==> config.mk <==
export PLATFORM = sky130hd
export DESIGN_NAME = carfield_preload_ctrl
export DESIGN_NICKNAME = d
export VERILOG_FILES = /design/src/rtl/carfield_preload_ctrl.sv
export SDC_FILE = /design/constraint.sdc
export NUM_CORES = 1
export LEC_CHECK = 0
export CELL_PAD_IN_SITES_DETAIL_PLACEMENT = 0
export CELL_PAD_IN_SITES_GLOBAL_PLACEMENT = 1
export CORE_AREA = 2 2 172 174
export DETAILED_ROUTE_END_ITERATION = 12
export DIE_AREA = 0 0 174 176
export DONT_BUFFER_PORTS = 1
export GPL_TIMING_DRIVEN = 0
export PLACE_DENSITY_LB_ADDON = 0.1
export SLEW_MARGIN = 20
export SYNTH_ARGS = -nofsm -noshare
export SYNTH_HDL_FRONTEND = slang
export SYNTH_SLANG_ARGS = --single-unit
==> constraint.sdc <==
create_clock -name clk_i -period 2.1 [get_ports clk_i]
set_input_delay 0.63 -clock clk_i [delete_from_list [all_inputs] [get_ports clk_i]]
set_output_delay 0.63 -clock clk_i [all_outputs]
set_load 0.05 [all_outputs]
==> src/rtl/carfield_preload_ctrl.sv <==
// Carfield preload controller.
// Arbitrates the boot-mode-eligible preload requester (JTAG, serial link or
// UART) onto a single downstream master port, and periodically polls the
// end-of-computation scratch register until it reports completion.
module carfield_preload_ctrl #(
  parameter int unsigned          AddrWidth  = 48,
  parameter int unsigned          DataWidth  = 32,
  parameter logic [AddrWidth-1:0] EocAddr    = 48'h0300_0008,
  parameter int unsigned          PollCycles = 1024
) (
  input  logic                   clk_i,
  input  logic                   rst_ni,
  input  logic [1:0]             boot_mode_i,
  input  logic [1:0]             preload_mode_i,
  input  logic [2:0]             req_valid_i,
  output logic [2:0]             req_ready_o,
  input  logic [3*AddrWidth-1:0] req_addr_i,
  input  logic [2:0]             req_we_i,
  input  logic [3*DataWidth-1:0] req_wdata_i,
  output logic [2:0]             rsp_valid_o,
  output logic [DataWidth-1:0]   rsp_rdata_o,
  output logic                   rsp_err_o,
  output logic                   mst_req_o,
  output logic [AddrWidth-1:0]   mst_addr_o,
  output logic                   mst_we_o,
  output logic [DataWidth-1:0]   mst_wdata_o,
  input  logic                   mst_gnt_i,
  input  logic                   mst_rvalid_i,
  input  logic [DataWidth-1:0]   mst_rdata_i,
  input  logic                   mst_err_i,
  output logic                   eoc_o,
  output logic [DataWidth-2:0]   exit_code_o,
  output logic                   cfg_err_o
);

  localparam int unsigned          CntWidth = $clog2(PollCycles + 1);
  localparam logic [CntWidth-1:0]  CntMax   = CntWidth'(PollCycles);

  typedef enum logic [2:0] {
    LATCH,
    IDLE,
    REQ,
    RSP,
    POLL_REQ,
    POLL_RSP,
    DONE
  } state_e;

  state_e                state_q;
  logic [1:0]            boot_q;
  logic [1:0]            pre_q;
  logic [CntWidth-1:0]   cnt_q;
  logic [1:0]            idx_q;

  logic [2:0]            elig;
  logic                  bad_cfg;
  logic [2:0]            hit;
  logic                  sel_valid;
  logic [1:0]            sel_idx;
  logic [AddrWidth-1:0]  sel_addr;
  logic                  sel_we;
  logic [DataWidth-1:0]  sel_wdata;
  logic                  rsp_take;
  logic                  poll_take;
  logic                  eoc_hit;
  logic [2:0]            idx_onehot;
  state_e                ret_state;

  // Requesters allowed to reach the master port under the latched modes.
  always_comb begin
    elig    = '0;
    bad_cfg = 1'b0;
    case (boot_q)
      2'd0: begin
        if (pre_q == 2'd3) bad_cfg = 1'b1;
        else               elig    = 3'(3'b001 << pre_q);
      end
      2'd1:    bad_cfg = 1'b1;
      default: elig    = 3'b001;
    endcase
  end

  // Pick the payload of the (at most one) eligible, valid requester.
  always_comb begin
    hit       = req_valid_i & elig;
    sel_valid = |hit;
    sel_idx   = '0;
    sel_addr  = '0;
    sel_we    = 1'b0;
    sel_wdata = '0;
    for (int unsigned i = 0; i < 3; i++) begin
      if (hit[i]) begin
        sel_idx   = 2'(i);
        sel_addr  = req_addr_i[i*AddrWidth +: AddrWidth];
        sel_we    = req_we_i[i];
        sel_wdata = req_wdata_i[i*DataWidth +: DataWidth];
      end
    end
  end

  // Downstream response classification; rvalid in the grant cycle counts.
  always_comb begin
    rsp_take   = ((state_q == REQ && mst_gnt_i) || state_q == RSP) && mst_rvalid_i;
    poll_take  = ((state_q == POLL_REQ && mst_gnt_i) || state_q == POLL_RSP) && mst_rvalid_i;
    eoc_hit    = poll_take && mst_rdata_i[0] && !mst_err_i;
    idx_onehot = 3'(3'b001 << idx_q);
    ret_state  = eoc_o ? DONE : IDLE;
  end

  // Main controller: mode latch, arbitration, transaction and poll sequencing.
  always_ff @(posedge clk_i) begin
    if (!rst_ni) begin
      state_q     <= LATCH;
      boot_q      <= '0;
      pre_q       <= '0;
      cnt_q       <= '0;
      idx_q       <= '0;
      req_ready_o <= '0;
      rsp_valid_o <= '0;
      rsp_rdata_o <= '0;
      rsp_err_o   <= 1'b0;
      mst_req_o   <= 1'b0;
      mst_addr_o  <= '0;
      mst_we_o    <= 1'b0;
      mst_wdata_o <= '0;
      eoc_o       <= 1'b0;
      exit_code_o <= '0;
      cfg_err_o   <= 1'b0;
    end else begin
      req_ready_o <= '0;
      rsp_valid_o <= '0;

      if (state_q != LATCH && bad_cfg) cfg_err_o <= 1'b1;

      if (rsp_take) begin
        rsp_valid_o <= idx_onehot;
        rsp_rdata_o <= mst_rdata_i;
        rsp_err_o   <= mst_err_i;
      end

      if (eoc_hit) begin
        eoc_o       <= 1'b1;
        exit_code_o <= mst_rdata_i[DataWidth-1:1];
      end

      case (state_q)
        LATCH: begin
          boot_q  <= boot_mode_i;
          pre_q   <= preload_mode_i;
          state_q <= IDLE;
        end
        // DONE behaves like IDLE without the poll timer.
        IDLE, DONE: begin
          if (sel_valid) begin
            req_ready_o <= hit;
            idx_q       <= sel_idx;
            mst_req_o   <= 1'b1;
            mst_addr_o  <= sel_addr;
            mst_we_o    <= sel_we;
            mst_wdata_o <= sel_wdata;
            cnt_q       <= '0;
            state_q     <= REQ;
          end else if (state_q == IDLE) begin
            if (cnt_q == CntMax) begin
              mst_req_o   <= 1'b1;
              mst_addr_o  <= EocAddr;
              mst_we_o    <= 1'b0;
              mst_wdata_o <= '0;
              cnt_q       <= '0;
              state_q     <= POLL_REQ;
            end else begin
              cnt_q <= cnt_q + 1'b1;
            end
          end
        end
        REQ: begin
          if (mst_gnt_i) begin
            mst_req_o <= 1'b0;
            state_q   <= mst_rvalid_i ? ret_state : RSP;
          end
        end
        RSP: begin
          if (mst_rvalid_i) state_q <= ret_state;
        end
        POLL_REQ: begin
          if (mst_gnt_i) begin
            mst_req_o <= 1'b0;
            if (mst_rvalid_i) state_q <= eoc_hit ? DONE : IDLE;
            else              state_q <= POLL_RSP;
          end
        end
        POLL_RSP: begin
          if (mst_rvalid_i) state_q <= eoc_hit ? DONE : IDLE;
        end
        default: state_q <= LATCH;
      endcase
    end
  end

endmodule

==> results of run 1 <==
-- stage by stage --
step | instances | worst slack, ns
after CTS | 1176 | -0.00980
after floorplan | 757 | 0.129
after detailed placement | 1141 | -0.794
after global routing | 1183 | -0.0170
final | 1187 | 0.0995
after global placement | 1141 | -0.765
-- sequential cells by signal (all words and copies together), names as in the netlist, 2 cells and up --
| signal | count |
|---|---|
| boot_q | 2 |
| cnt_q | 11 |
| exit_code_o | 31 |
| idx_q | 2 |
| mst_addr_o | 48 |
| mst_wdata_o | 32 |
| pre_q | 2 |
| req_ready_o | 3 |
| rsp_rdata_o | 32 |
| rsp_valid_o | 3 |
| state_q | 3 |
-- placed cells by master, fill, tap and decap left out, drive strengths merged, types with 3 or more instances in the layout --
master	n
dfxtp	174
nand2	144
a222oi	81
o2bb2ai	78
a21oi	76
clkbuf	71
buf	29
nor2	18
inv	12
mux2i	9
nor3	9
o21ai	9
diode	8
nand3	7
nor2b	6
a21o	5
nand4	5
and3	5
or4	4
nor3b	4
o21a	3
nor4b	3
and2	3
clkinv	3
-- repair_timing --
item | CTS | global route
buffers inserted | 4 | 4
cloned | 0 | 0
resized for setup | 32 | 33
endpoints found under the setup margin | 115 | 129
pin swaps | 6 | 3
-- where the power goes --
part,internal [mW],switching [mW]
Clock,1.72,1.53
Combinational,1.10,1.74
Sequential,3.63,1.18
Total,6.45,4.46
-- worst paths after layout --
| check | startpoint | endpoint |
|---|---|---|
| min | mst_rdata_i[9] | rsp_rdata_o[9] |
| max reg2reg | state_q[0] | cnt_q[9] |
| min reg2reg | cnt_q[10] | cnt_q[10] |
| max | state_q[0] | cnt_q[9] |
-- layout make-up --
class	count	area [sq um]	share of cell area (%)
multi-input cells	503	3350	39.9
plain buffers	74	378	4.51
well taps	384	480	5.73
flip-flops and latches	174	3490	41.6
inverters	4	15.0	0.179
diodes	8	20.0	0.239
repair buffers	8	72.6	0.865
clock inverters	14	148	1.76
clock buffers	18	439	5.24
-- cell families (layout without fill, tap and decap cells) --
logic type / after synthesis / after routing / share of synthesized area, %
multiplexers: 10 / 10 / 1.43
AO/OA/AOI/OAI: 271 / 271 / 30.2
AND/OR/NAND/NOR: 219 / 219 / 14.1
adder cells (fa/ha/maj): 2 / 2 / 0.352
other: 0 / 8 / 0
buffers and inverters: 80 / 118 / 4.75
flip-flops: 174 / 174 / 49.0
XOR/XNOR: 1 / 1 / 0.123
-- worst max-delay path: stages, from the launching register on --
cell	delay [ns]
sky130_fd_sc_hd__dfxtp_2	0.38
sky130_fd_sc_hd__or3b_1	0.35
sky130_fd_sc_hd__buf_2	0.20
sky130_fd_sc_hd__nand2_4	0.12
sky130_fd_sc_hd__buf_4	0.12
sky130_fd_sc_hd__o21ai_2	0.09
sky130_fd_sc_hd__a2111oi_4	0.45
sky130_fd_sc_hd__mux2i_1	0.23
-- routing by layer --
layer	global-route usage [%]	up-vias
met1	22.3	3226
met3	8.51	47
li1	-	2983
met5	0	-
met2	32.6	390
met4	7.04	6
==> flow_results.xml, run 1 <==
<?xml version="1.0" encoding="UTF-8"?>
<metrics>
  <group name="die">
    <metric name="die_y" unit="microns">176</metric>
    <metric name="rows" unit="">62</metric>
    <metric name="fp.dieArea" unit="sq mm">0.0306</metric>
    <metric name="core" unit="sq mm">0.0285</metric>
    <metric name="die-width" unit="microns">174</metric>
    <metric name="io_pins" unit="">441</metric>
    <metric name="starting_density" unit="%">24.9</metric>
  </group>
  <group name="critical_path">
    <metric name="setup.worst_path.start_class" unit="">register</metric>
    <metric name="worst_setup_path_end_kind" unit="">register</metric>
    <metric name="crit_type" unit="">reg -&gt; reg</metric>
    <metric name="worst_reg2reg_path_length_in_cells" unit="">7</metric>
    <metric name="slack_of_the_worst_reg_to_reg_path" unit="ns">0.1</metric>
    <metric name="cp_data_required_time" unit="ns">2.45</metric>
    <metric name="timing.critical_path.arrival" unit="ns">2.35</metric>
    <metric name="critical_path_peak_fanout" unit="">6</metric>
  </group>
  <group name="sta">
    <metric name="timing.final.crit_share" unit="%">95.3</metric>
    <metric name="setup_violations" unit="">0</metric>
    <metric name="max_slew.worst_pin.slew" unit="ns">1.02</metric>
    <metric name="max_slew_margin" unit="%">31.4</metric>
    <metric name="hold_viol_final" unit="">0</metric>
    <metric name="fin_skew" unit="ns">0.0171</metric>
    <metric name="slew_violations" unit="">0</metric>
    <metric name="post-route-min-period" unit="ns">2.00</metric>
    <metric name="fmaxAchievable" unit="GHz">0.500</metric>
    <metric name="holdWs" unit="ns">0.331</metric>
    <metric name="finalSetupTns" unit="ns">0</metric>
  </group>
  <group name="route">
    <metric name="drt-met1-wl" unit="microns">11800</metric>
    <metric name="wl_per_cell" unit="microns">26.1</metric>
    <metric name="metal2_wl" unit="microns">15100</metric>
    <metric name="wl" unit="microns">30900</metric>
    <metric name="dr.max_layer_used" unit="">met5</metric>
    <metric name="drcViolationCount" unit="">0</metric>
    <metric name="drtIter0Drc" unit="">779</metric>
    <metric name="ant_nets" unit="">0</metric>
    <metric name="routed-via-count" unit="">6652</metric>
    <metric name="met3RoutedLength" unit="microns">3330</metric>
    <metric name="first_pass_iters" unit="">8</metric>
    <metric name="routed_via_density" unit="">5.60</metric>
  </group>
  <group name="yosys">
    <metric name="ys_seq_elements" unit="">174</metric>
    <metric name="sequential_area_share_after_synthesis" unit="%">49.0</metric>
    <metric name="synth.cell_area" unit="sq mm">0.00711</metric>
    <metric name="synth_top_cell_area_share" unit="%">49.0</metric>
    <metric name="postSynth.asyncResetShare" unit="%">0</metric>
    <metric name="top_flip_flop_cell_by_instance_count_after_synthesis" unit="">sky130_fd_sc_hd__dfxtp_1</metric>
    <metric name="ys_types" unit="">53</metric>
    <metric name="synthesis.nets" unit="">1046</metric>
    <metric name="synthesis.area_per_instance" unit="sq um">9.39</metric>
    <metric name="synth_cells" unit="">757</metric>
    <metric name="synth.area.top_cells" unit="">sky130_fd_sc_hd__dfxtp_1 49%, sky130_fd_sc_hd__a222oi_1 11%, sky130_fd_sc_hd__o2bb2ai_1 9.6%, sky130_fd_sc_hd__nand2_1 7.5%, sky130_fd_sc_hd__a21oi_1 5.4%</metric>
    <metric name="yosysWarningCount" unit="">0</metric>
    <metric name="yosys.cell_count.top_type" unit="">sky130_fd_sc_hd__dfxtp_1</metric>
    <metric name="yosysTopAreaCell" unit="">sky130_fd_sc_hd__dfxtp_1</metric>
    <metric name="synth.top_cells.by_count" unit="">174 x sky130_fd_sc_hd__dfxtp_1, 142 x sky130_fd_sc_hd__nand2_1, 81 x sky130_fd_sc_hd__a222oi_1</metric>
    <metric name="synth_edf_count" unit="">0</metric>
  </group>
  <group name="global_route">
    <metric name="grt_start_max_net_pins" unit="">18</metric>
    <metric name="grt_pass1_vias" unit="">6746</metric>
    <metric name="gr-total-overflow" unit="">0</metric>
    <metric name="initial_antenna_violation_count" unit="">10</metric>
    <metric name="global_route_wire_length_before_repair" unit="microns">45000</metric>
    <metric name="track_usage" unit="%">19.6</metric>
  </group>
  <group name="clock_tree">
    <metric name="clock_path_buffers" unit="">2</metric>
    <metric name="cts-root-buf" unit="">sky130_fd_sc_hd__clkbuf_16</metric>
    <metric name="cts_max_level" unit="">4</metric>
    <metric name="clock_sinks" unit="">174</metric>
    <metric name="cts_tree" unit="">done</metric>
    <metric name="clock_latency" unit="ns">0.43</metric>
    <metric name="number_of_buffers_inserted_during_clock_tree_synthesis" unit="">17</metric>
    <metric name="hold_buffers" unit="">0</metric>
    <metric name="clk_pin_slew" unit="ns">0.07</metric>
  </group>
  <group name="hold_path">
    <metric name="hold_path_class" unit="">in -&gt; reg</metric>
    <metric name="hold_depth" unit="">2</metric>
  </group>
  <group name="power_and_ir_drop">
    <metric name="power-per-cell-area" unit="mW/mm^2">1300</metric>
    <metric name="leakage" unit="nW">2.68</metric>
    <metric name="worst_ir_drop_vdd" unit="mV">0.423</metric>
    <metric name="power.total" unit="mW">10.9</metric>
  </group>
  <group name="placement">
    <metric name="gp_congestion" unit="">0.883</metric>
    <metric name="portBuffers" unit="">0</metric>
    <metric name="detailed_place.area" unit="sq mm">0.00759</metric>
    <metric name="detailedPlacementHpwl" unit="microns">24400</metric>
  </group>
  <group name="layout">
    <metric name="layout-area-overhead-vs-synth" unit="%">18.0</metric>
    <metric name="final.fill_count" unit="">3098</metric>
    <metric name="utilization" unit="%">29.4</metric>
    <metric name="nets" unit="">1071</metric>
    <metric name="post_route_cells_drive_above_1_share" unit="%">12.8</metric>
    <metric name="final_design_area_no_fill" unit="sq mm">0.00839</metric>
  </group>
  <group name="status">
    <metric name="outcome" unit="">complete, no violations</metric>
  </group>
  <group name="job">
    <metric name="max-cap-violations" unit="">0</metric>
  </group>
</metrics>
No activity file was read; power rests on OpenSTA's default activity.
==> run 2, diff against run 1 <==
- PLACE_DENSITY: unset -> 0.56
- PLACE_DENSITY_LB_ADDON: 0.1 -> unset
==> run 2 against run 1 <==
Clock skew is 0.0040 ns lower. Sequential power hardly changed. Total power is 1.1% lower. Non-clock buffer count shrank 2. Combinational power fell by 6%. Clock power is essentially flat. Critical endpoint is now mst_wdata_o[7]. Via count shrank 1.7%. Largest power group unchanged.
==> flow_results.xml, run 2 (synthesis gave the netlist of run 1 again) <==
<?xml version="1.0" encoding="UTF-8"?>
<metrics>
  <group name="die">
    <metric name="fp.dieArea" unit="sq mm">0.0306</metric>
    <metric name="die_y" unit="microns">176</metric>
    <metric name="io_pins" unit="">441</metric>
    <metric name="die-width" unit="microns">174</metric>
    <metric name="rows" unit="">62</metric>
    <metric name="core" unit="sq mm">0.0285</metric>
    <metric name="starting_density" unit="%">24.9</metric>
  </group>
  <group name="route">
    <metric name="wl_per_cell" unit="microns">25.4</metric>
    <metric name="drtIter0Drc" unit="">738</metric>
    <metric name="drcViolationCount" unit="">0</metric>
    <metric name="drt-met1-wl" unit="microns">11300</metric>
    <metric name="first_pass_iters" unit="">9</metric>
    <metric name="met3RoutedLength" unit="microns">3520</metric>
    <metric name="routed-via-count" unit="">6542</metric>
    <metric name="routed_via_density" unit="">5.55</metric>
    <metric name="dr.max_layer_used" unit="">met5</metric>
    <metric name="ant_nets" unit="">0</metric>
    <metric name="metal2_wl" unit="microns">14600</metric>
    <metric name="wl" unit="microns">30000</metric>
  </group>
  <group name="sta">
    <metric name="setup_violations" unit="">0</metric>
    <metric name="fmaxAchievable" unit="GHz">0.493</metric>
    <metric name="slew_violations" unit="">0</metric>
    <metric name="post-route-min-period" unit="ns">2.03</metric>
    <metric name="max_slew_margin" unit="%">45.8</metric>
    <metric name="max_slew.worst_pin.slew" unit="ns">0.807</metric>
    <metric name="fin_skew" unit="ns">0.0131</metric>
    <metric name="hold_viol_final" unit="">0</metric>
    <metric name="timing.final.crit_share" unit="%">96.5</metric>
  </group>
  <group name="critical_path">
    <metric name="worst_reg2reg_path_length_in_cells" unit="">6</metric>
    <metric name="crit_end" unit="">mst_wdata_o[7]</metric>
    <metric name="setup.worst_path.start_class" unit="">register</metric>
    <metric name="crit-reg2reg-launch" unit="">pre_q[1]</metric>
    <metric name="critical_path_peak_fanout" unit="">10</metric>
    <metric name="worst_setup_path_end_kind" unit="">register</metric>
    <metric name="rr_endpoint" unit="">mst_wdata_o[7]</metric>
    <metric name="slack_of_the_worst_reg_to_reg_path" unit="ns">0.07</metric>
    <metric name="critical_path.startpoint" unit="">pre_q[1]</metric>
    <metric name="crit_type" unit="">reg -&gt; reg</metric>
    <metric name="timing.critical_path.arrival" unit="ns">2.33</metric>
    <metric name="cp_data_required_time" unit="ns">2.40</metric>
  </group>
  <group name="clock_tree">
    <metric name="cts-root-buf" unit="">sky130_fd_sc_hd__clkbuf_16</metric>
    <metric name="clock_latency" unit="ns">0.43</metric>
    <metric name="clock_path_buffers" unit="">2</metric>
    <metric name="clk_pin_slew" unit="ns">0.07</metric>
    <metric name="clock_sinks" unit="">174</metric>
    <metric name="number_of_buffers_inserted_during_clock_tree_synthesis" unit="">17</metric>
    <metric name="cts_max_level" unit="">4</metric>
    <metric name="cts_tree" unit="">done</metric>
  </group>
  <group name="layout">
    <metric name="layout.cells.most_common" unit="">sky130_fd_sc_hd__dfxtp_1</metric>
    <metric name="largest_reg_flops" unit="">48</metric>
    <metric name="layout-area-overhead-vs-synth" unit="%">17.7</metric>
    <metric name="commonest_cells_after_routing_fill_and_taps_aside" unit="">170 x sky130_fd_sc_hd__dfxtp_1, 142 x sky130_fd_sc_hd__nand2_1, 81 x sky130_fd_sc_hd__a222oi_1</metric>
    <metric name="post_route_cells_drive_above_1_share" unit="%">12.7</metric>
    <metric name="nets" unit="">1069</metric>
    <metric name="reg.largest.list" unit="">mst_addr_o (48), mst_wdata_o (32), rsp_rdata_o (32)</metric>
    <metric name="final_design_area_no_fill" unit="sq mm">0.00836</metric>
    <metric name="biggest_register" unit="">mst_addr_o</metric>
    <metric name="final_cell_count_no_fill" unit="">1179</metric>
    <metric name="final.fill_count" unit="">3108</metric>
  </group>
  <group name="power_and_ir_drop">
    <metric name="clock_network_fraction_of_design_power" unit="%">30.4</metric>
    <metric name="power.total" unit="mW">10.8</metric>
    <metric name="netSwitchingPower" unit="mW">4.28</metric>
    <metric name="p_comb_share" unit="%">24.9</metric>
    <metric name="worst_ir_drop_vdd" unit="mV">0.502</metric>
    <metric name="power-per-cell-area" unit="mW/mm^2">1290</metric>
    <metric name="power_report.internal_total" unit="mW">6.51</metric>
    <metric name="seq_power_share" unit="%">44.7</metric>
    <metric name="leakage" unit="nW">2.70</metric>
    <metric name="switching_share" unit="%">39.7</metric>
  </group>
  <group name="global_route">
    <metric name="track_usage" unit="%">18.8</metric>
    <metric name="grt_start_max_net_pins" unit="">17</metric>
    <metric name="global_route_wire_length_before_repair" unit="microns">42800</metric>
    <metric name="gr-total-overflow" unit="">0</metric>
    <metric name="initial_antenna_violation_count" unit="">6</metric>
    <metric name="grt_pass1_vias" unit="">6322</metric>
  </group>
  <group name="placement">
    <metric name="gp_congestion" unit="">0.927</metric>
    <metric name="detailedPlacementHpwl" unit="microns">23500</metric>
    <metric name="portBuffers" unit="">0</metric>
    <metric name="dpl.cell_count" unit="">1141</metric>
    <metric name="detailed_place.area" unit="sq mm">0.00759</metric>
  </group>
  <group name="hold_path">
    <metric name="hold_path_class" unit="">in -&gt; reg</metric>
    <metric name="hp-start" unit="">mst_rdata_i[8]</metric>
  </group>
  <group name="status">
    <metric name="outcome" unit="">complete, no violations</metric>
  </group>
  <group name="job">
    <metric name="max-cap-violations" unit="">0</metric>
  </group>
</metrics>
-- run 2: changes by cell type in the layout (fill, tap and decap cells not counted), sizes merged --
cell,previous run,this run
clkinvlp,2,1
diode,8,2
inv,12,7
bufinv,1,2
clkinv,3,6
clkbuf,71,79
buf,29,21
-- run 2: stage by stage --
step           setup slack [ns]  setup TNS (ns)  hold WS, ns  util, %
4_1_cts                 0.00444               0        0.294     29.0
2_1_floorplan             0.129               0        0.431        -
3_5_place_dp             -0.506          -46.33        0.456     26.6
6_report                 0.0729               0        0.323     29.3
3_3_place_gp             -0.469          -41.58        0.460     26.6
5_1_grt                -0.00291        -0.00291        0.297     29.3
-- run 2: timing repair --
| action | in CTS | in global routing |
|---|---|---|
| setup endpoints to repair | 89 | 143 |
| resized for setup | 20 | 55 |
| hold buffers | 0 | 0 |
| setup buffers | 2 | 2 |
| pin swaps | 2 | 2 |
| endpoints found under the hold margin | 0 | 0 |
-- run 2: cell type report --
class	count	area (sq um)	area share [%]
sequential	174	3490	41.7
multi-input combinational	503	3350	40.1
tap	384	480	5.74
clock buffer	20	447	5.34
buffer	76	378	4.52
clock inverter	12	156	1.87
timing repair buffer	4	42.5	0.509
inverter	4	15.0	0.180
antenna	2	5.00	0.0598
-- run 2: worst min path at each step --
stage,end,slack (ns),depth (start not counted)
global route,exit_code_o[4],0.30,2
finish,rsp_rdata_o[8],0.32,2
CTS,exit_code_o[4],0.29,2
floorplan,cnt_q[10],0.43,1
global placement,rsp_valid_o[1],0.46,1
detailed placement,cnt_q[10],0.46,1
-- run 2: critical path, stage by stage, from the launching register on --
cell,delay (ns)
sky130_fd_sc_hd__dfxtp_2,0.36
sky130_fd_sc_hd__and3b_1,0.19
sky130_fd_sc_hd__and2_1,0.18
sky130_fd_sc_hd__clkbuf_2,0.31
sky130_fd_sc_hd__clkbuf_2,0.32
sky130_fd_sc_hd__a222oi_1,0.44
sky130_fd_sc_hd__o2bb2ai_1,0.10
-- run 2: power groups by stage --
| stage | sequential (mW) | combinational, mW | clock, mW |
|---|---|---|---|
| floorplan | 4.76 | 1.88 | 0 |
| global placement | 4.90 | 2.54 | 0 |
| detailed placement | 4.89 | 2.55 | 0 |
| CTS | 4.82 | 2.63 | 3.38 |
| global route | 4.86 | 2.97 | 3.51 |
| finish | 4.82 | 2.69 | 3.28 |
-- run 2: layer usage --
layer  up-vias  track usage (%)
li1       2981                -
met4         2             4.90
met3        29             8.51
met1      3162             21.4
met2       368             32.0
met5         -                0
==> run 3, diff against run 2 <==
- CORE_AREA: 2 2 172 174 -> unset
- CORE_ASPECT_RATIO: unset -> 1.4
- CORE_MARGIN: unset -> 2
- CORE_UTILIZATION: unset -> 23
- DIE_AREA: 0 0 174 176 -> unset
- DONT_BUFFER_PORTS: 1 -> unset
- PLACE_DENSITY: 0.56 -> 0.8
==> run 3 against run 2 <==
The run now ends with setup timing left. Via count is 24% higher. Worst setup slack worse by 0.079 ns. Core utilization increased by 13 points. Clock power rose by 1%. Maximum frequency shrank 3.8%. Clock-buffer cell count stayed put. First-iteration DRC count fell by 0.81%. Sequential power is 20% lower. Highest routed layer unchanged.
==> flow_results.xml, run 3 (synthesis gave the netlist of run 1 again) <==
<?xml version="1.0" encoding="UTF-8"?>
<metrics>
  <group name="critical_path">
    <metric name="rr_endpoint" unit="">mst_wdata_o[24]</metric>
    <metric name="crit-reg2reg-launch" unit="">pre_q[1]</metric>
    <metric name="crit_type" unit="">in -&gt; reg</metric>
    <metric name="critical_path_peak_fanout" unit="">4</metric>
    <metric name="worst_setup_path_end_kind" unit="">register</metric>
    <metric name="setup.worst_path.start_class" unit="">input port</metric>
    <metric name="cp_data_required_time" unit="ns">2.39</metric>
    <metric name="slack_of_the_worst_reg_to_reg_path" unit="ns">0.05</metric>
    <metric name="timing.critical_path.arrival" unit="ns">2.40</metric>
    <metric name="worst_reg2reg_path_length_in_cells" unit="">6</metric>
  </group>
  <group name="sta">
    <metric name="post-route-min-period" unit="ns">2.11</metric>
    <metric name="fin_skew" unit="ns">0.0153</metric>
    <metric name="finalSetupTns" unit="ns">-0.00634</metric>
    <metric name="max_slew_margin" unit="%">40.9</metric>
    <metric name="rsz_0062_raised_after_global_routing" unit="">true</metric>
    <metric name="max_slew.worst_pin.slew" unit="ns">0.887</metric>
    <metric name="final_critical_path_setup_slack" unit="ns">-0.00634</metric>
    <metric name="timing.final.crit_share" unit="%">100</metric>
    <metric name="hold_viol_final" unit="">0</metric>
    <metric name="slew_violations" unit="">0</metric>
    <metric name="holdWs" unit="ns">0.452</metric>
    <metric name="setup_violations" unit="">1</metric>
    <metric name="fmaxAchievable" unit="GHz">0.475</metric>
  </group>
  <group name="hold_path">
    <metric name="hp-start" unit="">rsp_rdata_o[0]</metric>
    <metric name="hold_depth" unit="">2</metric>
    <metric name="hold_path_class" unit="">reg -&gt; reg</metric>
    <metric name="hold-path-endpoint" unit="">rsp_rdata_o[0]</metric>
  </group>
  <group name="power_and_ir_drop">
    <metric name="leakage" unit="nW">5.21</metric>
    <metric name="netSwitchingPower" unit="mW">4.58</metric>
    <metric name="power.total" unit="mW">12.0</metric>
    <metric name="worst_ir_drop_vdd" unit="mV">0.455</metric>
    <metric name="switching_share" unit="%">38.3</metric>
    <metric name="seq_power_share" unit="%">32.1</metric>
    <metric name="clock_network_fraction_of_design_power" unit="%">27.8</metric>
    <metric name="power-per-cell-area" unit="mW/mm^2">934</metric>
    <metric name="power_report.internal_total" unit="mW">7.38</metric>
    <metric name="p_comb_share" unit="%">40.1</metric>
  </group>
  <group name="layout">
    <metric name="reg.largest.list" unit="">mst_addr_o (48), mst_wdata_o (32), rsp_rdata_o (32)</metric>
    <metric name="nets" unit="">1517</metric>
    <metric name="post_route_cells_drive_above_1_share" unit="%">10.5</metric>
    <metric name="biggest_register" unit="">mst_addr_o</metric>
    <metric name="commonest_cells_after_routing_fill_and_taps_aside" unit="">283 x sky130_fd_sc_hd__clkdlybuf4s50_1, 170 x sky130_fd_sc_hd__dfxtp_1, 153 x sky130_fd_sc_hd__dlygate4sd2_1</metric>
    <metric name="utilization" unit="%">41.8</metric>
    <metric name="final_cell_count_no_fill" unit="">1634</metric>
    <metric name="layout-area-overhead-vs-synth" unit="%">80.2</metric>
    <metric name="final_design_area_no_fill" unit="sq mm">0.0128</metric>
    <metric name="layout.cells.most_common" unit="">sky130_fd_sc_hd__clkdlybuf4s50_1</metric>
    <metric name="final.fill_count" unit="">3133</metric>
    <metric name="largest_reg_flops" unit="">48</metric>
  </group>
  <group name="clock_tree">
    <metric name="clock_latency" unit="ns">0.44</metric>
    <metric name="cts_tree" unit="">done</metric>
    <metric name="number_of_buffers_inserted_during_clock_tree_synthesis" unit="">17</metric>
    <metric name="clock_path_buffers" unit="">2</metric>
    <metric name="hold_buffers" unit="">0</metric>
    <metric name="clk_pin_slew" unit="ns">0.07</metric>
    <metric name="clock_sinks" unit="">174</metric>
    <metric name="cts_max_level" unit="">4</metric>
    <metric name="cts-root-buf" unit="">sky130_fd_sc_hd__clkbuf_16</metric>
  </group>
  <group name="global_route">
    <metric name="grt_pass1_vias" unit="">8180</metric>
    <metric name="initial_antenna_violation_count" unit="">8</metric>
    <metric name="track_usage" unit="%">20.0</metric>
    <metric name="grt_start_max_net_pins" unit="">17</metric>
    <metric name="gr-total-overflow" unit="">0</metric>
    <metric name="global_route_wire_length_before_repair" unit="microns">49400</metric>
  </group>
  <group name="placement">
    <metric name="detailed_place.area" unit="sq mm">0.0120</metric>
    <metric name="dpl.cell_count" unit="">1587</metric>
    <metric name="gp_congestion" unit="">0.938</metric>
    <metric name="place_worst_setup_slack" unit="ns">-1.10</metric>
    <metric name="portBuffers" unit="">440</metric>
    <metric name="detailedPlacementHpwl" unit="microns">26600</metric>
  </group>
  <group name="route">
    <metric name="routed-via-count" unit="">8142</metric>
    <metric name="ant_nets" unit="">0</metric>
    <metric name="wl" unit="microns">33800</metric>
    <metric name="wl_per_cell" unit="microns">20.7</metric>
    <metric name="first_pass_iters" unit="">10</metric>
    <metric name="routed_via_density" unit="">4.98</metric>
    <metric name="drcViolationCount" unit="">0</metric>
    <metric name="drtIter0Drc" unit="">732</metric>
  </group>
  <group name="status">
    <metric name="failed_checks" unit="">setup timing</metric>
    <metric name="outcome" unit="">complete, but fails checks</metric>
  </group>
  <group name="die">
    <metric name="starting_density" unit="%">23.2</metric>
    <metric name="io_pins" unit="">441</metric>
    <metric name="rows" unit="">76</metric>
    <metric name="core" unit="sq mm">0.0306</metric>
    <metric name="fp.dieArea" unit="sq mm">0.0323</metric>
    <metric name="die_y" unit="microns">212</metric>
    <metric name="die-width" unit="microns">153</metric>
  </group>
  <group name="job">
    <metric name="max-cap-violations" unit="">0</metric>
  </group>
</metrics>
-- run 3: cell count changes in the layout (fill, tap and decap cells not counted), moves of 3 or more --
cell | previous run | this run
sky130_fd_sc_hd__buf_12 | 1 | 4
sky130_fd_sc_hd__dlygate4sd2_1 | 0 | 153
sky130_fd_sc_hd__dlymetal6s2s_1 | 0 | 3
sky130_fd_sc_hd__clkdlybuf4s50_1 | 0 | 283
sky130_fd_sc_hd__clkbuf_1 | 30 | 14
sky130_fd_sc_hd__buf_4 | 5 | 17
sky130_fd_sc_hd__clkbuf_4 | 4 | 7
sky130_fd_sc_hd__clkbuf_8 | 1 | 5
sky130_fd_sc_hd__buf_8 | 0 | 3
-- run 3: worst max-delay path by stage --
| stage | start | to | slack, ns | depth (start not counted) |
|---|---|---|---|---|
| finish | req_valid_i[2] | mst_wdata_o[16] | -0.006 | 7 |
| global route | pre_q[1] | mst_wdata_o[24] | -0.12 | 6 |
| CTS | req_valid_i[1] | mst_wdata_o[0] | 0.0004 | 7 |
| detailed placement | rst_ni | exit_code_o[14] | -1.10 | 6 |
| global placement | rst_ni | exit_code_o[10] | -1.10 | 6 |
| floorplan | req_valid_i[1] | cnt_q[9] | 0.13 | 6 |
-- run 3: per-layer routing --
layer | global-route usage [%] | routed length (microns) | up-vias
li1 | - | - | 3869
met1 | 22.7 | 13400 | 3779
met2 | 34.0 | 15900 | 427
met3 | 7.83 | 3350 | 59
met4 | 7.54 | 1090 | 8
met5 | 0 | 57 | -
-- run 3: final cells by class --
cell class	count	area (sq um)	area share (%)
Antenna cell	3	7.51	0.0586
Clock buffer	20	457	3.57
Inverter	4	15.0	0.117
Timing Repair Buffer	453	4330	33.8
Multi-Input combinational cell	503	3340	26.1
Clock inverter	12	153	1.19
Buffer	75	529	4.13
Tap cell	390	488	3.81
Sequential cell	174	3490	27.2
-- run 3: power by group through the flow --
stage	Sequential (mW)	Combinational, mW	Clock, mW
3_3_place_gp	3.90	4.66	0
4_1_cts	3.83	4.69	3.41
2_1_floorplan	4.76	1.88	0
5_1_grt	3.88	5.11	3.54
6_report	3.84	4.80	3.32
3_5_place_dp	3.90	4.66	0
-- run 3: repair_timing --
| action | in CTS | in global routing |
|---|---|---|
| pin swaps | 8 | 11 |
| resized for setup | 226 | 59 |
| hold endpoints to repair | 0 | 0 |
| setup buffers | 1 | 12 |
| setup endpoints to repair | 317 | 138 |
-- run 3: worst max-delay path, stage by stage --
cell,delay (ns)
sky130_fd_sc_hd__clkdlybuf4s50_1,0.40
sky130_fd_sc_hd__and3b_1,0.18
sky130_fd_sc_hd__and2_1,0.18
sky130_fd_sc_hd__buf_6,0.14
sky130_fd_sc_hd__buf_4,0.13
sky130_fd_sc_hd__a222oi_1,0.62
sky130_fd_sc_hd__o2bb2ai_1,0.12
